==> src/rtl/axi_grid_sni_mt_pkg.sv <==
// Shared AXI and grid channel types for the multi-outstanding slave network interface.
package axi_grid_sni_mt_pkg;

  localparam int unsigned AXI_ID_W            = 4;
  localparam int unsigned ADDR_W              = 32;
  localparam int unsigned DATA_W              = 32;
  localparam int unsigned GRID_ID_W           = 4;
  localparam int unsigned GRID_TAG_W          = 6;
  localparam int unsigned SNI_NUM_OUTSTANDING = 8;

  typedef logic [AXI_ID_W-1:0]   axi_id_t;
  typedef logic [ADDR_W-1:0]     addr_t;
  typedef logic [DATA_W-1:0]     data_t;
  typedef logic [GRID_ID_W-1:0]  grid_id_t;
  typedef logic [GRID_TAG_W-1:0] grid_tag_t;

  typedef struct packed {axi_id_t id; addr_t addr; logic [7:0] len;} axi_ax_t;
  typedef struct packed {data_t data; logic [3:0] strb; logic last;} axi_w_t;
  typedef struct packed {axi_id_t id; logic [1:0] resp;} axi_b_t;
  typedef struct packed {axi_id_t id; data_t data; logic [1:0] resp; logic last;} axi_r_t;

  typedef struct packed {
    logic aw_valid; axi_ax_t aw;
    logic w_valid;  axi_w_t  w;
    logic b_ready;
    logic ar_valid; axi_ax_t ar;
    logic r_ready;
  } sni_req_t;

  typedef struct packed {
    logic aw_ready; logic w_ready;
    logic b_valid;  axi_b_t b;
    logic ar_ready;
    logic r_valid;  axi_r_t r;
  } sni_resp_t;

  typedef struct packed {grid_id_t dst; grid_id_t src; grid_tag_t tag; addr_t addr; logic [7:0] len;} grid_aw_chan_t;
  typedef grid_aw_chan_t grid_ar_chan_t;
  typedef struct packed {grid_id_t dst; grid_id_t src; data_t data; logic [3:0] strb; logic last;} grid_w_chan_t;
  typedef struct packed {grid_id_t dst; grid_id_t src; grid_tag_t tag; logic [1:0] resp;} grid_b_chan_t;
  typedef struct packed {grid_id_t dst; grid_id_t src; grid_tag_t tag; data_t data; logic [1:0] resp; logic last;} grid_r_chan_t;

  // A tag with bits above the table index can never have been allocated.
  function automatic logic tag_in_range(input grid_tag_t tag, input int unsigned num);
    return 32'(tag) < num;
  endfunction

endpackage

==> src/rtl/axi_grid_sni_mt_tag_table.sv <==
// Tag table: lowest-index free-list allocator with a per-tag valid bit and stored AXI id.
module axi_grid_sni_tag_table #(
  parameter  int unsigned NUM  = 8,
  parameter  type         id_t = logic [3:0],
  localparam int unsigned TW   = $clog2(NUM)
) (
  input  logic          clk_i,
  input  logic          arst_i,
  input  logic          alloc_i,
  input  id_t           alloc_id_i,
  input  logic          free_i,
  input  logic [TW-1:0] free_tag_i,
  input  logic [TW-1:0] lookup_tag_i,
  output logic [TW-1:0] tag_o,
  output logic          free_o,
  output id_t           id_o,
  output logic          hit_o
);

  logic [NUM-1:0] valid_q, valid_d;
  id_t            id_q [NUM];

  // Priority encoder: scanning downwards leaves the lowest free index.
  always_comb begin
    tag_o  = '0;
    free_o = 1'b0;
    for (int i = int'(NUM) - 1; i >= 0; i--) begin
      if (!valid_q[i]) begin
        tag_o  = TW'(i);
        free_o = 1'b1;
      end
    end
  end

  assign id_o  = id_q[lookup_tag_i];
  assign hit_o = valid_q[lookup_tag_i];

  // The freed tag is still marked busy this cycle, so alloc never picks it.
  always_comb begin
    valid_d = valid_q;
    if (free_i) valid_d[free_tag_i] = 1'b0;
    if (alloc_i) valid_d[tag_o] = 1'b1;
  end

  always_ff @(posedge clk_i or posedge arst_i) begin
    if (arst_i) begin
      valid_q <= '0;
      for (int i = 0; i < int'(NUM); i++) id_q[i] <= '0;
    end else begin
      valid_q <= valid_d;
      if (alloc_i) id_q[tag_o] <= alloc_id_i;
    end
  end

endmodule

==> src/rtl/axi_grid_sni_mt.sv <==
// Multi-outstanding slave NI: tags AXI AW/AR onto the grid and restores AXI ids on B/R.
module axi_grid_sni_mt
  import axi_grid_sni_mt_pkg::*;
#(
  parameter grid_id_t    NI_ID           = '0,
  parameter int unsigned NUM_OUTSTANDING = SNI_NUM_OUTSTANDING,
  parameter int unsigned DST_LSB         = 28
) (
  input  logic          clk_i,
  input  logic          arst_i,
  input  sni_req_t      req_i,
  output sni_resp_t     resp_o,
  output grid_aw_chan_t grid_aw_o,
  output logic          grid_aw_valid_o,
  input  logic          grid_aw_ready_i,
  output grid_w_chan_t  grid_w_o,
  output logic          grid_w_valid_o,
  input  logic          grid_w_ready_i,
  output grid_ar_chan_t grid_ar_o,
  output logic          grid_ar_valid_o,
  input  logic          grid_ar_ready_i,
  input  grid_b_chan_t  grid_b_i,
  input  logic          grid_b_valid_i,
  output logic          grid_b_ready_o,
  input  grid_r_chan_t  grid_r_i,
  input  logic          grid_r_valid_i,
  output logic          grid_r_ready_o,
  output logic          err_o
);

  localparam int unsigned TW = $clog2(NUM_OUTSTANDING);
  localparam int unsigned CW = TW + 1;

  logic          run_q, err_q;
  logic          wt_free_s, wt_hit_s, rt_free_s, rt_hit_s;
  logic [TW-1:0] wt_tag_s, rt_tag_s;
  axi_id_t       wt_id_s, rt_id_s;
  grid_aw_chan_t aw_stage_q;
  grid_ar_chan_t ar_stage_q;
  logic          aw_stage_valid_q, ar_stage_valid_q;
  grid_id_t      wdst_q [NUM_OUTSTANDING];
  logic [TW-1:0] wr_ptr_q, rd_ptr_q;
  logic [CW-1:0] wcnt_q;
  axi_b_t        b_q;
  axi_r_t        r_q;
  logic          b_valid_q, r_valid_q;
  logic [TW-1:0] b_tag_q, r_tag_q;
  logic          unused_s;

  // Readies stay low until the first clock after reset release.
  wire aw_ready_s   = run_q & wt_free_s & (!aw_stage_valid_q | grid_aw_ready_i);
  wire ar_ready_s   = run_q & rt_free_s & (!ar_stage_valid_q | grid_ar_ready_i);
  wire aw_hs_s      = req_i.aw_valid & aw_ready_s;
  wire ar_hs_s      = req_i.ar_valid & ar_ready_s;
  wire aw_issue_s   = aw_stage_valid_q & grid_aw_ready_i;
  wire ar_issue_s   = ar_stage_valid_q & grid_ar_ready_i;
  wire wfifo_ne_s   = wcnt_q != '0;
  wire w_ready_s    = run_q & wfifo_ne_s & grid_w_ready_i;
  wire w_pop_s      = req_i.w_valid & w_ready_s & req_i.w.last;
  wire b_ready_s    = run_q & (!b_valid_q | req_i.b_ready);
  wire r_ready_s    = run_q & (!r_valid_q | req_i.r_ready);
  wire grid_b_hs_s  = grid_b_valid_i & b_ready_s;
  wire grid_r_hs_s  = grid_r_valid_i & r_ready_s;
  wire b_known_s    = wt_hit_s & tag_in_range(grid_b_i.tag, NUM_OUTSTANDING);
  wire r_known_s    = rt_hit_s & tag_in_range(grid_r_i.tag, NUM_OUTSTANDING);
  wire b_axi_hs_s   = b_valid_q & req_i.b_ready;
  wire r_axi_hs_s   = r_valid_q & req_i.r_ready;

  assign unused_s = ^{grid_b_i.dst, grid_b_i.src, grid_r_i.dst, grid_r_i.src};

  axi_grid_sni_tag_table #(.NUM(NUM_OUTSTANDING), .id_t(axi_id_t)) u_wtag (
    .clk_i, .arst_i, .alloc_i(aw_hs_s), .alloc_id_i(req_i.aw.id),
    .free_i(b_axi_hs_s), .free_tag_i(b_tag_q), .lookup_tag_i(grid_b_i.tag[TW-1:0]),
    .tag_o(wt_tag_s), .free_o(wt_free_s), .id_o(wt_id_s), .hit_o(wt_hit_s)
  );

  axi_grid_sni_tag_table #(.NUM(NUM_OUTSTANDING), .id_t(axi_id_t)) u_rtag (
    .clk_i, .arst_i, .alloc_i(ar_hs_s), .alloc_id_i(req_i.ar.id),
    .free_i(r_axi_hs_s & r_q.last), .free_tag_i(r_tag_q), .lookup_tag_i(grid_r_i.tag[TW-1:0]),
    .tag_o(rt_tag_s), .free_o(rt_free_s), .id_o(rt_id_s), .hit_o(rt_hit_s)
  );

  always_ff @(posedge clk_i or posedge arst_i) begin
    if (arst_i) begin
      run_q <= 1'b0;
      err_q <= 1'b0;
    end else begin
      run_q <= 1'b1;
      err_q <= err_q | (grid_b_hs_s & !b_known_s) | (grid_r_hs_s & !r_known_s);
    end
  end

  always_ff @(posedge clk_i or posedge arst_i) begin
    if (arst_i) begin
      aw_stage_valid_q <= 1'b0;
      aw_stage_q       <= '0;
      ar_stage_valid_q <= 1'b0;
      ar_stage_q       <= '0;
    end else begin
      if (aw_hs_s) begin
        aw_stage_valid_q <= 1'b1;
        aw_stage_q <= '{dst: req_i.aw.addr[DST_LSB +: GRID_ID_W], src: NI_ID,
                        tag: GRID_TAG_W'(wt_tag_s), addr: req_i.aw.addr, len: req_i.aw.len};
      end else if (aw_issue_s) begin
        aw_stage_valid_q <= 1'b0;
      end
      if (ar_hs_s) begin
        ar_stage_valid_q <= 1'b1;
        ar_stage_q <= '{dst: req_i.ar.addr[DST_LSB +: GRID_ID_W], src: NI_ID,
                        tag: GRID_TAG_W'(rt_tag_s), addr: req_i.ar.addr, len: req_i.ar.len};
      end else if (ar_issue_s) begin
        ar_stage_valid_q <= 1'b0;
      end
    end
  end

  // W-dst FIFO: one entry per issued AW, retired by the matching wlast beat.
  always_ff @(posedge clk_i or posedge arst_i) begin
    if (arst_i) begin
      wr_ptr_q <= '0;
      rd_ptr_q <= '0;
      wcnt_q   <= '0;
      for (int i = 0; i < int'(NUM_OUTSTANDING); i++) wdst_q[i] <= '0;
    end else begin
      if (aw_issue_s) begin
        wdst_q[wr_ptr_q] <= aw_stage_q.dst;
        wr_ptr_q         <= wr_ptr_q + TW'(1);
      end
      if (w_pop_s) rd_ptr_q <= rd_ptr_q + TW'(1);
      wcnt_q <= wcnt_q + CW'(aw_issue_s) - CW'(w_pop_s);
    end
  end

  // Response registers; beats with an unallocated tag are consumed and dropped.
  always_ff @(posedge clk_i or posedge arst_i) begin
    if (arst_i) begin
      b_valid_q <= 1'b0;
      b_q       <= '0;
      b_tag_q   <= '0;
      r_valid_q <= 1'b0;
      r_q       <= '0;
      r_tag_q   <= '0;
    end else begin
      if (grid_b_hs_s && b_known_s) begin
        b_valid_q <= 1'b1;
        b_q       <= '{id: wt_id_s, resp: grid_b_i.resp};
        b_tag_q   <= grid_b_i.tag[TW-1:0];
      end else if (b_axi_hs_s) begin
        b_valid_q <= 1'b0;
      end
      if (grid_r_hs_s && r_known_s) begin
        r_valid_q <= 1'b1;
        r_q       <= '{id: rt_id_s, data: grid_r_i.data, resp: grid_r_i.resp, last: grid_r_i.last};
        r_tag_q   <= grid_r_i.tag[TW-1:0];
      end else if (r_axi_hs_s) begin
        r_valid_q <= 1'b0;
      end
    end
  end

  always_comb begin
    resp_o          = '0;
    resp_o.aw_ready = aw_ready_s;
    resp_o.w_ready  = w_ready_s;
    resp_o.ar_ready = ar_ready_s;
    resp_o.b_valid  = b_valid_q;
    resp_o.b        = b_q;
    resp_o.r_valid  = r_valid_q;
    resp_o.r        = r_q;
  end

  assign grid_aw_o       = aw_stage_q;
  assign grid_aw_valid_o = aw_stage_valid_q;
  assign grid_ar_o       = ar_stage_q;
  assign grid_ar_valid_o = ar_stage_valid_q;
  assign grid_w_o        = '{dst: wdst_q[rd_ptr_q], src: NI_ID, data: req_i.w.data,
                             strb: req_i.w.strb, last: req_i.w.last};
  assign grid_w_valid_o  = run_q & req_i.w_valid & wfifo_ne_s;
  assign grid_b_ready_o  = b_ready_s;
  assign grid_r_ready_o  = r_ready_s;
  assign err_o           = err_q;

endmodule

==> config.mk <==
export PLATFORM = sky130hd
export DESIGN_NAME = axi_grid_sni_mt
export DESIGN_NICKNAME = d
export VERILOG_FILES = /design/src/rtl/axi_grid_sni_mt_pkg.sv /design/src/rtl/axi_grid_sni_mt_tag_table.sv /design/src/rtl/axi_grid_sni_mt.sv
export SDC_FILE = /design/constraint.sdc
export NUM_CORES = 1
export LEC_CHECK = 0
export BUFFER_PORTS_ARGS = -buffer_cell sky130_fd_sc_hd__buf_2
export CORE_MARGIN = 1.5
export CORE_UTILIZATION = 45
export DETAILED_ROUTE_END_ITERATION = 8
export PLACE_DENSITY = 0.87
export RECOVER_POWER = 50
export SLEW_MARGIN = 10
export SYNTH_ARGS = -nofsm -noshare
export SYNTH_HDL_FRONTEND = slang
export SYNTH_SLANG_ARGS = --single-unit
==> constraint.sdc <==
create_clock -name clk_i -period 9.65 [get_ports clk_i]
set_input_delay 1.93 -clock clk_i [delete_from_list [all_inputs] [get_ports clk_i]]
set_output_delay 1.93 -clock clk_i [all_outputs]
set_load 0.01 [all_outputs]
After elaboration in Yosys (flattened, before gate mapping). Index checks and enable logic that the tools add are counted.

Add/sub/neg operators: 4. $mul: 0. Divide/modulo/power cells: 0. Order comparisons: 21. Equal/unequal tests: 0. Shift operators: 0. Multiplexer cells: 74. Bitwise gates (word level): 43. Reduce and logical (&&, ||, !) cells: 20.

Operators by type and width (number): $bwmux W32 (3); $mux W3 (16); $bmux W4 S3 (3); $demux W4 S3 (3); $mux W4 (9); $mux W8 (4); $mux W1 (30); $and A1 B1 Y1 (25); $ge A4 B4 Y1 const B (6); $lt A3 B4 Y1 const B (6); $not A3 Y4 (6); $and A8 B8 Y8 (2); $not A8 Y8 (2); $or A8 B8 Y8 (2); $demux W1 S3 (4); $ge A3 B1 Y1 const B (4); $lt A4 B1 Y1 const B (3); $lt A6 B4 Y1 const B (2); $logic_and A1 B1 Y1 (9); $reduce_bool A2 Y1 (4); $add A3 B1 Y3 const B (2); $bmux W1 S3 (2); $logic_not A1 Y1 (6); $or A1 B1 Y1 (6); other kinds (3) (3).

Flip-flop bits (word level): 273. Bits in latches: 0. RAM bits: 0. ROM bits: 0. Input bits: 202. Word-level logic and storage cells: 213. Memories: 0.

Logic depth before layout (Yosys ltp).
Word-level depth: 14. Depth in mapped cells: 12. Mapped depth without buffers: 11.

Hierarchy. Synthesis repeated with hierarchy kept, for this count alone.

Cell total of the unflattened synthesis: 812. Area total of the unflattened synthesis: 11922.7 um^2.

By module, submodules not included: axi_grid_sni_mt (instances 1, cells each 530, area an instance 7935.1 um^2, seq. area each 4629.4 um^2); axi_grid_sni_tag_table at u_wtag (instances 1, cells each 141, area an instance 2021.9 um^2, seq. area each 1001.0 um^2); axi_grid_sni_tag_table at u_rtag (instances 1, cells each 141, area an instance 1965.6 um^2, seq. area each 1001.0 um^2).

Worst setup path before layout. Ideal clock, no wire load.

Path type: input port to output port. Start point: input port grid_aw_ready_i. End point: output port resp_o[49] in the netlist's numbering. Arrival time: 2333 ps. Required time: 7720 ps. Setup slack: 5387 ps. Stages: 3. Buffers on the path: 1. Cells stage by stage: nand2b_1 o211a_1 buf_4.

Cells in the longest elaborated chain, start to end: 2.

RTL lines: start, declared (RTL line axi_grid_sni_mt.sv:15) `input logic grid_aw_ready_i,`; $or A1 B1 Y1 (RTL line axi_grid_sni_mt.sv:51) `wire aw_ready_s = run_q & wt_free_s & (!aw_stage_valid_q | grid_aw_ready_i);`; $and A1 B1 Y1 (RTL line axi_grid_sni_mt.sv:51); end, declared (RTL line axi_grid_sni_mt.sv:12) `output sni_resp_t resp_o,`.

No other way between the ends.

==> results.ini <==
[logic_synthesis]
synth_xor_xnor_area_share_pct = 0.450
synth_edf_count = 0
synth_cell_types = 43
synth_compound_area_share_pct = 2.60
synth-adder-area-share_pct = 0.922
muxShareOfSynthArea_pct = 28.6
yosysTopAreaCell = dfrtp_1
yosys_register_bits = 265
synthArstFlopShare_pct = 100
yosys_warnings = 0
synth_top_family_by_area = multiplexers
syn_area_per_cell_um2 = 14.5
synth-simple-area-share_pct = 4.75
netlist_area_um2 = 11700
yosysSeqAreaShare_pct = 56.8
synth_ff_type = dfrtp_1
yosysTopAreaCellShare_pct = 56.8
syn-instance-count = 806
synth_area_leaders = dfrtp_1 (57%), mux2_2 (23%), mux4_2 (5.0%), buf_4 (4.5%), nand2b_1 (1.1%)

[global_route]
antenna_found_initial = 0
grt_pass1_wl_mm = 40.8
grt_usage_pct = 19.3
gr-total-overflow = 0
grt_max_degree = 102
grt_pass1_vias = 7793

[placement]
dp.cells = 1370
place.gp.congestion = 0.840
port_buffers = 304
dp_hpwl_mm = 19.5

[detailed_routing]
drt-wirelength-per-cell_um = 18.9
drcViolationCount = 0
antenna_left = 0
vias_per_cell = 5.25
vias = 7460
drt_iter0_markers = 381
drt_first_pass_iters = 4
drt-total-wl_mm = 26.8

[worst_setup_path]
cp_slowest_cell = clkinvlp_2
worstSetupPathType = in -> async
path_max_fanout = 101
cp-end-kind = async pin
max_stage_delay_ns = 2.38
critical_path_required_ns = 10.14
startpoint_type = primary input
crit_chain = buf_2 > clkinvlp_2 > buf_4
cp.arrival_ns = 5.67

[die]
pin_count = 411
placementRows = 58
coreArea_um2 = 25300
initial_utilization_pct = 46.1
die_x_um = 164
fp.dieH_um = 164
die_area_um2 = 26900

[clock_tree]
htreeDepth = 1
numCtsBuffers = 28
clockBufferDepth = 3
root_buffer = clkbuf_16
clk_latency_ns = 0.53
path_clk_slew_ns = 0.06
cts_resized = 0
cts_tree = built
holdBufCountCts = 0
postCtsSetupRepairBufs = 0
numClockSinks = 265

[timing]
rsz0062_at_grt = no
final_hold_viol_count = 0
finalCritPeriodShare_pct = 53.7
finClkSkew_ns = 0.00928
fmax_mhz = 193
tightest_slew_ns = 4.29
setup_viol = 0
fin_setup_tns_ns = 0
slew_headroom_pct = -188
drv_slew = 141
period_needed_ns = 5.18
hold_slack_ns = 0.476

[layout]
final_util_pct = 54.7
fillers = 2121
layoutNonFillerInstCount = 1422
nets = 1280
antennaDiodeCount = 0
drive_above_1_share_pct = 44.4
area_growth_syn_to_layout_pct = 18.6

[power_and_ir_drop]
pwr_density_cell_nw_per_um2 = 281
peakVddDrop_v = 0.000153
p_leak_nw = 6.31

[status]
outcome = finished, violations left
violations = capacitance limit, slew limit

[job]
cap_viol_max_count = 3

[worst_hold_path]
hold_path.class = reg -> reg

-- where the power goes --
group | internal, mW | leakage [nW] | switching [mW] | total (mW)
clock network | 0.638 | 0.464 | 0.429 | 1.07
registers | 1.50 | 3.25 | 0.275 | 1.77
logic | 0.576 | 2.60 | 0.480 | 1.06
-- metrics by stage --
step	power, mW	worst slack (ns)	area (µm²)
final	3.89	4.47	13800
after global routing	4.13	3.64	13800
after CTS	3.98	5.07	14000
after detailed placement	2.89	5.07	13100
after global placement	2.81	5.08	13100
after floorplan	2.50	0.423	11700
-- worst paths after layout --
check	startpoint	to	slack [ns]	depth (start not counted)
max	arst_i	u_rtag.id_q[9]	4.47	3
min reg2reg	grid_ar_o[40]	grid_ar_o[40]	0.48	2
min	grid_ar_o[40]	grid_ar_o[40]	0.48	2
min in group asynchronous	arst_i	grid_aw_o[1]	2.70	2
max in group clk_i	grid_ar_ready_i	resp_o[40]	5.10	4
max reg2reg	u_rtag.valid_q[0]	grid_ar_o[9]	5.74	4
-- metal layers --
metal  track usage (%)  up-vias  wire length, µm
met5                 0        -                0
met4              5.62        0              573
met3              3.96       48             1910
met2              34.2      313            13800
met1              23.8     3778            10600
li1                  -     3321                -
-- cells in the final DEF, fill, tap and decap left out, drive strengths merged, types with 3 or more instances in the layout --
cell type	n
nand4	6
ha	7
nand2b	20
nand2	28
and3	3
inv	11
clkinv	6
mux4	26
a21oi	5
o31ai	5
mux2	242
buf	170
nand3	12
conb	19
nor2	10
nor2b	5
clkbuf	183
mux2i	3
xnor2	4
nor3	10
o21ai	21
dfrtp	265
-- cell type report --
type | count | area [µm²] | area share [%]
clock buffer | 43 | 858 | 6.20
clock inverter | 9 | 80.1 | 0.578
inverter | 11 | 42.5 | 0.307
multi-input combinational | 454 | 4430 | 32.0
sequential | 265 | 6630 | 47.9
tap | 330 | 413 | 2.98
timing repair buffer | 310 | 1390 | 10.0
-- cells in the mapped netlist (3+ instances only) --
master	n
dfrtp_1	265
nand4_1	6
buf_2	17
and3_1	3
a21oi_1	5
mux2_2	242
nand2_1	28
buf_4	70
o21ai_0	19
nand3_1	12
nor2b_1	5
o31ai_1	5
xnor2_1	4
ha_1	7
mux2i_1	3
clkbuf_1	6
mux4_2	26
inv_1	11
nor3_1	8
nand2b_1	20
nor2_1	10
-- cells by family (layout without fill, tap and decap cells) --
| logic type | Yosys count | count (layout) |
|---|---|---|
| AND/OR/NAND/NOR | 104 | 104 |
| flip-flops | 265 | 265 |
| adder cells (fa/ha/maj) | 8 | 8 |
| XOR/XNOR | 6 | 6 |
| multiplexers | 271 | 271 |
| other | 2 | 19 |
| buffers and inverters | 104 | 373 |
| AO/OA/AOI/OAI | 46 | 46 |
-- sequential cells by signal, indices dropped and copies added (netlist names) --
register and flops:
b_tag_q 3, b_valid_q 1, err_o 1, grid_ar_o 43
grid_ar_valid_o 1, grid_aw_o 43, grid_aw_valid_o 1, r_tag_q 3
r_valid_q 1, rd_ptr_q 3, resp_o 45, run_q 1
u_rtag.id_q 32, u_rtag.valid_q 8, u_wtag.id_q 32, u_wtag.valid_q 8
wcnt_q 4, wdst_q 32, wr_ptr_q 3
-- critical path: cells and delay by family --
kind | cells | cell delay (ns)
buffers and inverters | 3 | 3.61
(Power assumes the default switching activity.)
